`config.mk`:
```
export PLATFORM = sky130hd
export DESIGN_NAME = reg_file_cfg_flat
export DESIGN_NICKNAME = d
export VERILOG_FILES = /design/src/rtl/rf_pkg.sv /design/src/rtl/reg_file_cfg_if.sv /design/src/rtl/rf_strobe_merge.sv /design/src/rtl/reg_file_cfg.sv /design/src/flat_wrapper.sv
export SDC_FILE = /design/constraint.sdc
export NUM_CORES = 1
export LEC_CHECK = 0
export CAP_MARGIN = 30
export CORE_UTILIZATION = 45
export DETAILED_ROUTE_END_ITERATION = 8
export GPL_TIMING_DRIVEN = 0
export PLACE_DENSITY = 0.76
export SLEW_MARGIN = 20
export SYNTH_ARGS = -nofsm -noshare
export SYNTH_HDL_FRONTEND = slang
export SYNTH_SLANG_ARGS = --single-unit
```
`constraint.sdc`:
```
create_clock -name CLK -period 1.8 [get_ports CLK]
set_input_delay 0.36 -clock CLK [delete_from_list [all_inputs] [get_ports CLK]]
set_output_delay 0.36 -clock CLK [all_outputs]
set_load 0.005 [all_outputs]
```
`src/rtl/rf_pkg.sv`:
```
// Shared constants for the configuration register file: reserved entry map,
// default reset values and UART_CFG field positions.
package rf_pkg;

  localparam int unsigned ALU_OP_A  = 0;
  localparam int unsigned ALU_OP_B  = 1;
  localparam int unsigned UART_CFG  = 2;
  localparam int unsigned DIV_RATIO = 3;

  localparam logic [15:0] RF_RST_VAL_2 = 16'h0081;
  localparam logic [15:0] RF_RST_VAL_3 = 16'h0020;

  localparam int unsigned PAR_EN_BIT   = 0;
  localparam int unsigned PAR_TYP_BIT  = 1;
  localparam int unsigned PRESCALE_LSB = 2;
  localparam int unsigned PRESCALE_MSB = 7;

endpackage

```
`src/rtl/reg_file_cfg_if.sv`:
```
// Read/write bus between the system controller and the register file.
interface reg_file_cfg_if #(
  parameter int unsigned WIDTH  = 16,
  parameter int unsigned ADDR_W = 3
);
  logic                 WrEn;
  logic                 RdEn;
  logic [ADDR_W-1:0]    Address;
  logic [WIDTH-1:0]     WrData;
  logic [WIDTH/8-1:0]   WrStrb;
  logic [WIDTH-1:0]     RdData;
  logic                 RdData_Valid;
  logic                 Err;

  modport master (
    output WrEn, RdEn, Address, WrData, WrStrb,
    input  RdData, RdData_Valid, Err
  );

  modport slave (
    input  WrEn, RdEn, Address, WrData, WrStrb,
    output RdData, RdData_Valid, Err
  );
endinterface

```
`src/rtl/rf_strobe_merge.sv`:
```
// Byte-lane merge: each lane takes new data when its strobe is set, else keeps old.
module rf_strobe_merge #(
  parameter int unsigned WIDTH = 16
) (
  input  logic [WIDTH-1:0]   old_i,
  input  logic [WIDTH-1:0]   wdata_i,
  input  logic [WIDTH/8-1:0] strb_i,
  output logic [WIDTH-1:0]   merged_o
);
  localparam int unsigned NBYTES = WIDTH / 8;

  always_comb begin
    merged_o = old_i;
    for (int unsigned b = 0; b < NBYTES; b++) begin
      if (strb_i[b]) merged_o[8*b +: 8] = wdata_i[8*b +: 8];
    end
  end
endmodule

```
`src/rtl/reg_file_cfg.sv`:
```
// Flop-based configuration register file with byte strobes, registered read,
// error pulse and live taps of the four reserved entries.
module reg_file_cfg
  import rf_pkg::*;
#(
  parameter int unsigned      WIDTH     = 16,
  parameter int unsigned      DEPTH     = 8,
  parameter int unsigned      ADDR_W    = 3,
  parameter logic [WIDTH-1:0] RST_VAL_2 = WIDTH'(RF_RST_VAL_2),
  parameter logic [WIDTH-1:0] RST_VAL_3 = WIDTH'(RF_RST_VAL_3)
) (
  input  logic             CLK,
  input  logic             RST,
  reg_file_cfg_if.slave    bus,
  output logic [WIDTH-1:0] REG0,
  output logic [WIDTH-1:0] REG1,
  output logic [WIDTH-1:0] REG2,
  output logic [WIDTH-1:0] REG3
);
  logic [WIDTH-1:0] mem_q [DEPTH];
  logic [WIDTH-1:0] mem_d [DEPTH];
  logic [WIDTH-1:0] rdata_q, rdata_d;
  logic             valid_q, valid_d;
  logic             err_q, err_d;
  logic             in_range_c;
  logic [WIDTH-1:0] old_c;
  logic [WIDTH-1:0] merged_c;

  // Address decode and current contents of the addressed entry
  always_comb begin
    in_range_c = 32'(bus.Address) < DEPTH;
    old_c      = '0;
    for (int unsigned i = 0; i < DEPTH; i++) begin
      if (bus.Address == ADDR_W'(i)) old_c = mem_q[i];
    end
  end

  rf_strobe_merge #(.WIDTH(WIDTH)) u_merge (
    .old_i    (old_c),
    .wdata_i  (bus.WrData),
    .strb_i   (bus.WrStrb),
    .merged_o (merged_c)
  );

  // Next state: a collision blocks both operations; out-of-range reads still pulse valid
  always_comb begin
    mem_d   = mem_q;
    rdata_d = rdata_q;
    valid_d = 1'b0;
    err_d   = 1'b0;
    if (bus.WrEn && bus.RdEn) begin
      err_d = 1'b1;
    end else if (bus.WrEn) begin
      if (in_range_c) begin
        for (int unsigned i = 0; i < DEPTH; i++) begin
          if (bus.Address == ADDR_W'(i)) mem_d[i] = merged_c;
        end
      end else begin
        err_d = 1'b1;
      end
    end else if (bus.RdEn) begin
      valid_d = 1'b1;
      if (in_range_c) begin
        rdata_d = old_c;
      end else begin
        rdata_d = '0;
        err_d   = 1'b1;
      end
    end
  end

  always_ff @(posedge CLK) begin
    if (RST) begin
      for (int unsigned i = 0; i < DEPTH; i++) begin
        mem_q[i] <= (i == UART_CFG)  ? RST_VAL_2 :
                    (i == DIV_RATIO) ? RST_VAL_3 : '0;
      end
      rdata_q <= '0;
      valid_q <= 1'b0;
      err_q   <= 1'b0;
    end else begin
      mem_q   <= mem_d;
      rdata_q <= rdata_d;
      valid_q <= valid_d;
      err_q   <= err_d;
    end
  end

  assign bus.RdData       = rdata_q;
  assign bus.RdData_Valid = valid_q;
  assign bus.Err          = err_q;

  assign REG0 = mem_q[ALU_OP_A];
  assign REG1 = mem_q[ALU_OP_B];
  assign REG2 = mem_q[UART_CFG];
  assign REG3 = mem_q[DIV_RATIO];
endmodule

```
`src/flat_wrapper.sv`:
```
// flat-port wrapper written by rule: the top's interface ports become plain ports
module reg_file_cfg_flat import rf_pkg::*;
#(
  parameter int unsigned      WIDTH     = 16,
  parameter int unsigned      DEPTH     = 8,
  parameter int unsigned      ADDR_W    = 3,
  parameter logic [WIDTH-1:0] RST_VAL_2 = WIDTH'(RF_RST_VAL_2),
  parameter logic [WIDTH-1:0] RST_VAL_3 = WIDTH'(RF_RST_VAL_3)
)
  (CLK, RST, REG0, REG1, REG2, REG3, bus_WrEn, bus_RdEn, bus_Address, bus_WrData, bus_WrStrb, bus_RdData, bus_RdData_Valid, bus_Err);
  reg_file_cfg_if #(.WIDTH(WIDTH), .ADDR_W(ADDR_W)) bus_i ();
  input  logic CLK;
  input  logic RST;
  output logic [WIDTH-1:0] REG0;
  output logic [WIDTH-1:0] REG1;
  output logic [WIDTH-1:0] REG2;
  output logic [WIDTH-1:0] REG3;
  input wire logic [$bits(bus_i.WrEn)-1:0] bus_WrEn;
  input wire logic [$bits(bus_i.RdEn)-1:0] bus_RdEn;
  input wire logic [$bits(bus_i.Address)-1:0] bus_Address;
  input wire logic [$bits(bus_i.WrData)-1:0] bus_WrData;
  input wire logic [$bits(bus_i.WrStrb)-1:0] bus_WrStrb;
  output wire logic [$bits(bus_i.RdData)-1:0] bus_RdData;
  output wire logic [$bits(bus_i.RdData_Valid)-1:0] bus_RdData_Valid;
  output wire logic [$bits(bus_i.Err)-1:0] bus_Err;
  assign bus_i.WrEn = bus_WrEn;
  assign bus_i.RdEn = bus_RdEn;
  assign bus_i.Address = bus_Address;
  assign bus_i.WrData = bus_WrData;
  assign bus_i.WrStrb = bus_WrStrb;
  assign bus_RdData = bus_i.RdData;
  assign bus_RdData_Valid = bus_i.RdData_Valid;
  assign bus_Err = bus_i.Err;
  reg_file_cfg #(.WIDTH(WIDTH), .DEPTH(DEPTH), .ADDR_W(ADDR_W), .RST_VAL_2(RST_VAL_2), .RST_VAL_3(RST_VAL_3)) u_core (.CLK(CLK), .RST(RST), .bus(bus_i), .REG0(REG0), .REG1(REG1), .REG2(REG2), .REG3(REG3));
endmodule
```
==> summary.md, run 1 <==
| Metric | Value |
|---|---|
| Final WL | `between 20000 and 25000 um` |
| Syn-to-layout area delta | `27.89%` |
| CP max-delay cell | `clkdlybuf4s50_1` |
| CTS root buffer | `clkbuf_16` |
| Achievable Freq | `around 560 MHz` |
| Die height | `131.3 um` |
| Ant diodes | `0` |
| Clock Power Share | `between 40% and 50%` |
| Flops & latches, synth | `146` |
| Die Width | `131.3 um` |
| CP endpoint kind | `output pin` |
| Yosys Warn Count | `0` |
| Row count | `46` |
| Ports | `107` |
| CP delay by family, top | `buffers and inverters` |
| Pwr per Cell Area | `about 840 nW/um2` |
| CTS buffer count | `17` |
| Part of the power in registers | `between 40% and 50%` |
| Status | `finished, final reports clean` |
| GP Congestion | `roughly 0.9` |
| Worst-Margin Slew | `618.7 ps` |
| Post-DRT Antenna Nets | `0` |
| Crit-path max FO | `2` |
| Final Instance Area | `9628 um2` |
| Worst slew margin | `58.75%` |
| Crit path buf inv count | `1` |
| Leakage | `3.593 nW` |
| Unique masters post-synth | `44` |
| Worst vdd rail ir drop | `0.0007106 V` |
| RSZ-0062 raised after global routing | `false` |
| Critical path class | `reg -> out` |
| Vias | `approximately 6600` |
| Startpoint types | `flip-flop` |
| GRT overflow | `0` |
| # nets final | `approximately 930` |
| Clk_skew | `between 7 and 8 ps` |
| Global-route wire length before repair | `35580 um` |
| Worst skew pair latency | `430 ps` |
| Total GRT Usage | `a little over a quarter` |
| Vias/cell | `about 5.8` |
| Vias in the first global route | `~6300` |
| Placed Area | `8830 um2` |
| I/O Buffers | `103` |
| Critical Path RT | `1440 ps` |
| Initial DRC count | `713` |
| Clock tree from TritonCTS | `built` |
| Sequential cell area | `2953 um2` |
| Synthesized area per cell | `9.652 um2` |
| Worst hold path type | `in -> reg` |
| CTS sink count | `146` |
| Sw frac | `roughly a quarter` |
| Final Max Slew Viols | `0` |
| Initial core utilization | `46.72%` |
| Power Internal | `6.234 mW` |
| Core region area | `roughly 16000 um2` |
| Psw | `1.899 mW` |
| Synth Net Count | `around 810` |
| Die ar. | `17250 um2` |
| CTS Buffer Depth | `2` |
| Post-Syn Area | `about 7500 um2` |
| H-Tree Depth | `4` |
| DRC | `0` |
| Final cell count without fillers | `1133` |
| Final core occ | `59.74%` |
| Initial antenna violation count | `0` |
| Multi-input logic area | `about 3800 um2` |
| Logic pwr share | `between 10% and 20%` |
| Crit-path max cell delay | `570 ps` |
| Final Hold Vio Count | `0` |
| Critical Path AT | `1420 ps` |
| Clock slew at reported path FFs | `about 60 ps` |
| Dpl cells | `1099` |
| Period minus WS final | `1775 ps` |
| Mapped Cells | `780` |
| Post-detail-place hpwl | `16750 um` |
| Setup-failing EPs final | `0` |
| Drt pass-1 iters | `5` |
| Seq/Total Area, Yosys | `about two fifths` |
| CP Cell Sequence | `clkdlybuf4s50_1` |
| Share of layout cells above drive strength 1 | `25.74%` |
| MaxCap Viol Count | `0` |
| Filler cells | `1406` |
| Final period util | `between 90% and 100%` |
| WL per Instance | `20.59 um` |
| Pin count of the biggest net entering global routing | `17` |
## power groups by stage
stage | Sequential, mW | Clock (mW) | Combinational, mW
after detailed placement | 3.41 | 0 | 0.812
after global routing | 3.35 | 4.10 | 0.891
after global placement | 3.41 | 0 | 0.805
after CTS | 3.34 | 3.94 | 0.824
final | 3.35 | 3.94 | 0.849
after floorplan | 3.40 | 0 | 0.500
## area by class of cell
cell class / instances / share of cell area, %
timing repair buffer: 106 / 10.89
multi-input combinational: 485 / 39.18
buffer: 135 / 9.019
clock buffer: 24 / 5.419
clock inverter: 8 / 1.507
inverter: 13 / 0.5068
tap: 216 / 2.807
sequential: 146 / 30.67
## final timing paths
check / startpoint / endpoint / slack [ps] / depth (start not counted)
worst max register to register: u_core.REG3[7] / u_core.REG1[7] / 250 / 4
worst min register to register: u_core.mem_q[61] / u_core.mem_q[61] / 480 / 2
worst max-delay path: u_core.bus.RdData[8] / bus_RdData[8] / 20 / 1
worst min-delay path: bus_Address[0] / u_core.REG0[0] / 440 / 4
## tightest hold or removal path, cell delays in order
cell,delay (ps)
buf_6,120
nor3b_4,80
nand2_1,170
o31ai_2,70
## sequential cells by signal, summed over array words and instances, names as in the netlist
| register | flops |
|---|---|
| u_core.mem_q | 64 |
| u_core.REG0 | 16 |
| u_core.REG1 | 16 |
| u_core.REG2 | 16 |
| u_core.REG3 | 16 |
| u_core.bus.RdData | 16 |
| u_core.bus.Err | 1 |
| u_core.bus.RdData_Valid | 1 |
## stage by stage
| stage | hold slack, ps | worst slack (ps) | setup TNS (ps) | total power, mW |
|---|---|---|---|---|
| after floorplan | 456.0 | 243.8 | 0 | 3.900 |
| after global placement | 464.5 | -780.6 | -92260 | 4.218 |
| after detailed placement | 467.8 | -793.3 | -92830 | 4.226 |
| after CTS | 415.5 | 3.761 | 0 | 8.111 |
| after global routing | 478.5 | 0.1978 | 0 | 8.342 |
| final | 438.0 | 24.86 | 0 | 8.134 |
## routing by layer
metal  track usage, %  vias up  share of wire [%]
li1                 -     3038                  -
met1            34.73     3183                 41
met2            43.44      318                 48
met3            4.591       57                7.1
met4            14.02        0                3.8
met5                0        -                  0
## synth_stat cells (all sizes together)
library cell  instances  area share, %
nand2b                2           0.17
or2                   2           0.17
nor2b                21            1.7
a211oi               12            1.3
o211ai                3           0.30
nand3                 5           0.40
nor3b                 1           0.17
o21ai                71            5.3
dfxtp               146             39
o2bb2ai              13            2.4
and3                  3           0.25
and2                  1          0.083
a31oi                 3           0.61
nor2                 46            2.3
clkbuf               44            2.2
nand3b              118             12
mux4                 16            4.8
o31ai                61            6.3
mux2i                29            3.9
nor3                  3           0.48
buf                  92            9.0
and2b                 3           0.30
a21oi                16            1.1
nand2                21            1.0
and3b                 3           0.35
a21o                 13            1.3
o22ai                 3           0.60
inv                  13           0.65
a311oi               16            1.9
## cell usage in the layout (no fill, tap or decap), drive strengths merged, types with 21 or more instances in the layout
cell	count
nand3b	118
dfxtp	146
clkdlybuf4s50	102
nor2b	21
o21ai	71
nor2	46
o31ai	61
mux2i	29
clkbuf	64
nand2	21
buf	99
## logic make-up (layout without fill, tap and decap cells)
kind of cell    after synthesis  in the layout  synth area share, %
flops                       146            146                38.82
mux                          45             45                8.642
compound gates              211            211                20.97
simple gates                229            229                19.74
buf+inv                     149            286                11.82
## what timing repair did
action | CTS | global route
hold buffers | 0 | 0
setup endpoints to repair | 146 | 124
pin swaps | 1 | 1
setup buffers | 2 | 1
gates resized for setup | 21 | 58
hold endpoints to repair | 0 | 0
No activity file was read; power rests on OpenSTA's default activity.
==> inputs of run 2 (changes only) <==
TNS_END_PERCENT = 30   (was default)
==> run 2 against run 1 <==
Net effect:
- clock-buffer cell count stayed put
- non-clock buffer count shrank 1
- sequential cell count is the same
- critical path type unchanged
- critical endpoint unchanged
- highest routed layer unchanged
==> summary.md, run 2 (synthesized netlist as in run 1, its figures left out) <==
| Metric | Value |
|---|---|
| Crit-path max FO | `2 (unchanged)` |
| Vias | `6655 (was 6596)` |
| Initial antenna violation count | `0 (unchanged)` |
| Period minus WS final | `1777 ps (was 1775 ps)` |
| Placed Area | `8830 um2 (unchanged)` |
| Worst skew pair latency | `430 ps (about the same)` |
| CTS Buffer Depth | `2 (unchanged)` |
| Vias/cell | `5.879 (was 5.822)` |
| Worst hold start | `bus_Address[0] (unchanged)` |
| Critical path depth | `1 (unchanged)` |
| I/O Buffers | `103 (unchanged)` |
| Reg2reg path depth | `4 (unchanged)` |
| Final Max Slew Viols | `0 (unchanged)` |
| WL per Instance | `20.54 um (was 20.59 um)` |
| Crit path buf inv count | `1 (unchanged)` |
| Startpoint types | `flip-flop (unchanged)` |
| Clock slew at reported path FFs | `60 ps (about the same)` |
| Post-DRT Antenna Nets | `0 (unchanged)` |
| Total GRT Usage | `26.94% (was 27.00%)` |
| Ant diodes | `0 (unchanged)` |
| GRT overflow | `0 (unchanged)` |
| Logic pwr share | `10.4% (about the same)` |
| H-Tree Depth | `4 (unchanged)` |
| CP delay by family, top | `buffers and inverters (unchanged)` |
| Critical Path AT | `1420 ps (about the same)` |
| Psw | `1.915 mW (was 1.899 mW)` |
| Pwr per Cell Area | `847.1 nW/um2 (was 844.8 nW/um2)` |
| R2r setup slk | `250 ps (about the same)` |
| Number of flip-flops in the largest register | `64 (unchanged)` |
| CP Cell Sequence | `clkdlybuf4s50_1 (unchanged)` |
| Clock Power Share | `48.5% (was 48.4%)` |
| Final WL | `23250 um (was 23330 um)` |
| Die Width | `131.3 um (unchanged)` |
| Part of the power in registers | `41.1% (about the same)` |
| Final period util | `98.72% (was 98.62%)` |
| Ports | `107 (unchanged)` |
| Power Internal | `6.233 mW (was 6.234 mW)` |
| Vias in the first global route | `6328 (was 6335)` |
| Die height | `131.3 um (unchanged)` |
| Initial core utilization | `46.72% (unchanged)` |
| Setup tns final | `0 ps (unchanged)` |
| CP endpoint kind | `output pin (unchanged)` |
| Clock tree from TritonCTS | `built (unchanged)` |
| Die ar. | `17250 um2 (unchanged)` |
| Most flop-heavy register | `u_core.mem_q (unchanged)` |
| Post-detail-place hpwl | `16750 um (unchanged)` |
| WHS Endpoint | `u_core.REG0[0] (unchanged)` |
| Drt pass-1 iters | `5 (unchanged)` |
| Hold path cells | `4 (unchanged)` |
| Setup-failing EPs final | `0 (unchanged)` |
| Row count | `46 (unchanged)` |
| Initial DRC count | `674 (was 713)` |
| Global-route wire length before repair | `35510 um (was 35580 um)` |
| CTS root buffer | `clkbuf_16 (unchanged)` |
| Pin count of the biggest net entering global routing | `17 (unchanged)` |
| Status | `finished, final reports clean (unchanged)` |
| Leakage | `3.587 nW (was 3.593 nW)` |
| MaxCap Viol Count | `0 (unchanged)` |
| Achievable Freq | `562.8 MHz (was 563.3 MHz)` |
| Sw frac | `23.51% (was 23.35%)` |
| Final Hold Vio Count | `0 (unchanged)` |
| CTS buffer count | `17 (unchanged)` |
| CTS Hold Buffers Added | `0 (unchanged)` |
| Syn-to-layout area delta | `27.77% (was 27.89%)` |
| # nets final | `928 (was 929)` |
| Crit-path max cell delay | `560 ps (was 570 ps)` |
| Worst vdd rail ir drop | `0.0007190 V (was 0.0007106 V)` |
| Share of layout cells above drive strength 1 | `25.55% (was 25.74%)` |
| Commonest non-fill, non-tap cell in the layout | `dfxtp_1 (unchanged)` |
| Core region area | `16120 um2 (unchanged)` |
| Critical path class | `reg -> out (unchanged)` |
| CTS sink count | `146 (unchanged)` |
| Most frequent cells in the layout | `dfxtp_1 (122), nand3b_1 (115), clkdlybuf4s50_1 (102) (unchanged)` |
| Worst slew margin | `59.30% (was 58.75%)` |
| Critical Path RT | `1440 ps (about the same)` |
| Reg2reg end | `u_core.REG1[7] (unchanged)` |
| Final Instance Area | `9619 um2 (was 9628 um2)` |
| Clk_skew | `8.943 ps (was 7.197 ps)` |
| Worst hold path type | `in -> reg (unchanged)` |
| DRC | `0 (unchanged)` |
| GP Congestion | `0.9224 (unchanged)` |
| Worst-Margin Slew | `610.5 ps (was 618.7 ps)` |
| Reg2reg start | `u_core.REG3[7] (unchanged)` |
| RSZ-0062 raised after global routing | `true (was false)` |
| CP max-delay cell | `clkdlybuf4s50_1 (unchanged)` |
==> run 2: worst max path at each step <==
stage / from / endpoint / slack [ps]
6_report: u_core.bus.RdData[8] / bus_RdData[8] / 20
5_1_grt: bus_RdEn / u_core.mem_q[41] / -40
4_1_cts: u_core.REG1[4] / REG1[4] / 4
3_5_place_dp: bus_Address[2] / u_core.REG1[6] / -790
3_3_place_gp: bus_Address[2] / u_core.REG3[6] / -780
2_1_floorplan: bus_Address[0] / u_core.REG2[0] / 240
==> run 2: timing repair <==
item | CTS | global route
pin swaps | 1 | 2
resized for setup | 22 | 53
gates cloned | 0 | 0
setup endpoints to repair | 146 | 126
setup buffers | 0 | 2
==> run 2: per-layer routing <==
layer,global-route usage [%],part of all wire (%),vias to the layer above
li1,-,-,3040
met2,43.50,47,310
met1,34.56,42,3246
met5,0,0,-
met4,13.89,3.9,0
met3,4.591,7.0,59
==> run 2: through the flow <==
stage | worst slack (ps) | hold WS [ps] | utilization (%) | instances | power (mW)
6_report | 23.12 | 437.3 | 59.69 | 1132 | 8.148
5_1_grt | -41.66 | 478.0 | 59.69 | 1132 | 8.343
4_1_cts | 3.761 | 415.5 | 59.16 | 1131 | 8.110
3_5_place_dp | -793.3 | 467.8 | 54.79 | 1099 | 4.226
3_3_place_gp | -780.6 | 464.5 | 54.79 | 1099 | 4.218
2_1_floorplan | 243.8 | 456.0 | - | 780 | 3.900
==> run 2: power by group through the flow <==
stage          clock, mW  combinational (mW)  sequential [mW]
3_3_place_gp           0               0.805             3.41
5_1_grt             4.10               0.891             3.35
6_report            3.95               0.847             3.35
4_1_cts             3.94               0.823             3.34
2_1_floorplan          0               0.500             3.40
3_5_place_dp           0               0.812             3.41
==> run 2: worst min-delay path: cells and delay by family <==
kind,cells,cell delay [ps]
AO/OA/AOI/OAI,1,70
AND/OR/NAND/NOR,2,250
buffers and inverters,1,120
==> run 2: final cells by class <==
cell class / count / area (um2)
tap: 216 / 270.3
multi-input combinational: 485 / 3772
fill: 1403 / 6496
sequential: 146 / 2953
buffer: 135 / 867.1
clock inverter: 8 / 145.1
inverter: 13 / 48.80
timing repair buffer: 105 / 1041
clock buffer: 24 / 521.8
==> inputs of run 3 (changes only) <==
CAP_MARGIN = 20   (was 30)
CORE_MARGIN = 1   (was default)
DONT_BUFFER_PORTS = 1   (was default)
PLACE_DENSITY = 0.68   (was 0.76)
==> run 3 against run 2 <==
Net effect:
- final cell count fell by 9.2%
- routed wire length rose by 0.69%
- clock skew is 1.7 ps lower
- clock-buffer cell count down 3
- global-route usage increased by 0.49 points
- maximum frequency grew 4.9%
- register-to-register slack worse by 20 ps
- worst setup slack improved by 83 ps
- largest power group unchanged
==> summary.md, run 3 (synthesized netlist as in run 1, its figures left out) <==
| Metric | Value |
|---|---|
| Status | `finished, final reports clean (unchanged)` |
| Period minus WS final | `1694 ps (was 1777 ps)` |
| Number of flip-flops in the largest register | `64 (unchanged)` |
| Die Width | `131.3 um (unchanged)` |
| CTS Hold Buffers Added | `0 (unchanged)` |
| H-Tree Depth | `4 (unchanged)` |
| Die height | `131.3 um (unchanged)` |
| Vias | `6149 (was 6655)` |
| CTS sink count | `146 (unchanged)` |
| Clock slew at reported path FFs | `60 ps (about the same)` |
| Drt pass-1 iters | `5 (unchanged)` |
| Most flop-heavy register | `u_core.mem_q (unchanged)` |
| # nets final | `824 (was 928)` |
| GP Congestion | `0.8554 (was 0.9224)` |
| Worst hold path type | `in -> reg (unchanged)` |
| GRT overflow | `0 (unchanged)` |
| DRC | `0 (unchanged)` |
| Reg2reg start | `u_core.mem_q[38] (was u_core.REG3[7])` |
| Cell seen most often among critical-path stages | `buf_2` |
| Pin count of the biggest net entering global routing | `17 (unchanged)` |
| Final WL | `23410 um (was 23250 um)` |
| Global-route wire length before repair | `35490 um (was 35510 um)` |
| Ports | `107 (unchanged)` |
| Total GRT Usage | `27.43% (was 26.94%)` |
| CP Cell Sequence | `buf_2, buf_2, nor2_1, nand2_1, clkbuf_1, nand3b_1, o31ai_1 (was clkdlybuf4s50_1)` |
| Worst Setup EP | `u_core.REG0[12] (was bus_RdData[8])` |
| WL per Instance | `22.77 um (was 20.54 um)` |
| Final period util | `94.11% (was 98.72%)` |
| Reg2reg path depth | `4 (unchanged)` |
| Hold slack | `52.05 ps (was 437.3 ps)` |
| Post-detail-place hpwl | `16860 um (was 16750 um)` |
| Clk_skew | `7.216 ps (was 8.943 ps)` |
| Final Max Slew Viols | `0 (unchanged)` |
| RSZ-0062 raised after global routing | `false (was true)` |
| CTS buffer count | `17 (unchanged)` |
| CTS root buffer | `clkbuf_16 (unchanged)` |
| Post-DRT Antenna Nets | `0 (unchanged)` |
| Pwr Total | `8.079 mW (was 8.148 mW)` |
| Critical Path Source | `bus_Address[1] (was u_core.bus.RdData[8])` |
| CTS Buffer Depth | `2 (unchanged)` |
| CP endpoint kind | `flip-flop (was output pin)` |
| Initial antenna violation count | `0 (unchanged)` |
| Pwr per Cell Area | `953.8 nW/um2 (was 847.1 nW/um2)` |
| Worst skew pair latency | `430 ps (about the same)` |
| Crit-path max FO | `10 (was 2)` |
| Die ar. | `17250 um2 (unchanged)` |
| Worst vdd rail ir drop | `0.0006599 V (was 0.0007190 V)` |
| Worst-Margin Slew | `811.2 ps (was 610.5 ps)` |
| Vias in the first global route | `5978 (was 6328)` |
| Initial core utilization | `46.72% (unchanged)` |
| Ant diodes | `0 (unchanged)` |
| Row count | `46 (unchanged)` |
| Commonest non-fill, non-tap cell in the layout | `dfxtp_1 (unchanged)` |
| Startpoint types | `input pin (was flip-flop)` |
| R2r setup slk | `230 ps (was 250 ps)` |
| MaxCap Viol Count | `0 (unchanged)` |
| Setup tns final | `0 ps (unchanged)` |
| Initial DRC count | `600 (was 674)` |
| Achievable Freq | `590.3 MHz (was 562.8 MHz)` |
| Crit-path max cell delay | `570 ps (was 560 ps)` |
| I/O Buffers | `0 (was 103)` |
| Syn-to-layout area delta | `12.51% (was 27.77%)` |
| Vias/cell | `5.982 (was 5.879)` |
| Critical path class | `in -> reg (was reg -> out)` |
| Leakage | `3.132 nW (was 3.587 nW)` |
| Setup-failing EPs final | `0 (unchanged)` |
| Worst slew margin | `45.56% (was 59.30%)` |
| Critical Path RT | `2140 ps (was 1440 ps)` |
| Core region area | `16120 um2 (unchanged)` |
| CP max-delay cell | `clkbuf_1 (was clkdlybuf4s50_1)` |
| Reg2reg end | `u_core.REG0[6] (was u_core.REG1[7])` |
| Critical Path AT | `2030 ps (was 1420 ps)` |
| Most frequent cells in the layout | `dfxtp_1 (146), nand3b_1 (115), buf_4 (69) (was dfxtp_1 (122), nand3b_1 (115), clkdlybuf4s50_1 (102))` |
| Final Hold Vio Count | `0 (unchanged)` |
| Share of layout cells above drive strength 1 | `21.80% (was 25.55%)` |
| Post-CTS Setup Bufs | `0 (unchanged)` |
| Clock tree from TritonCTS | `built (unchanged)` |
[run 3: cell types whose count changed in the layout (fill, tap and decap cells not counted), sizes merged]
cell,previous run,this run
clkdlybuf4s50,102,0
inv,13,14
buf,97,92
bufinv,4,5
clkinv,2,3
[run 3: worst min-delay path by stage]
| stage | slack (ps) | to | depth (start not counted) | start |
|---|---|---|---|---|
| 2_1_floorplan | 460 | u_core.mem_q[49] | 2 | u_core.mem_q[49] |
| 5_1_grt | 70 | u_core.bus.Err | 2 | bus_RdEn |
| 6_report | 50 | u_core.bus.Err | 2 | bus_RdEn |
| 4_1_cts | 40 | u_core.bus.Err | 2 | bus_RdEn |
| 3_3_place_gp | 470 | u_core.mem_q[61] | 2 | u_core.mem_q[61] |
| 3_5_place_dp | 470 | u_core.mem_q[61] | 2 | u_core.mem_q[61] |
[run 3: power by group]
part / leakage (nW) / switching, mW / internal [mW]
logic: 1.63 / 0.455 / 0.248
registers: 1.18 / 0.0543 / 3.30
clock network: 0.320 / 1.44 / 2.58
[run 3: metrics by stage]
stage,instance area (um2),instances,setup WS (ps),util [%]
after global placement,7799,996,-274.8,48.39
after CTS,8469,1028,155.3,52.55
after global routing,8471,1028,42.37,52.56
final,8471,1028,106.0,52.56
after detailed placement,7799,996,-284.1,48.39
after floorplan,7528,780,243.8,-
[run 3: timing repair]
item / CTS / global route
endpoints found under the hold margin: 0 / 0
setup endpoints to repair: 0 / 1
gates resized for setup: 0 / 2
[run 3: area by class of cell]
| cell class | instances | area [um2] |
|---|---|---|
| fill | 1540 | 7645 |
| multi-input combinational | 485 | 3716 |
| sequential | 146 | 2923 |
| buffer | 136 | 842.1 |
| clock buffer | 21 | 470.5 |
| tap | 216 | 270.3 |
| clock inverter | 11 | 200.2 |
| inverter | 13 | 48.80 |
[run 3: layer usage]
metal,routed length (um),share of wire [%],track usage [%]
met5,0,0,0
met3,1718,7.3,6.173
met1,9778,42,35.46
met2,11090,47,43.47
met4,824,3.5,12.66
[run 3: worst max-delay path: cells and delay by family]
family,cells,cell delay (ps)
compound gates,1,110
buf+inv,3,1080
simple gates,3,460
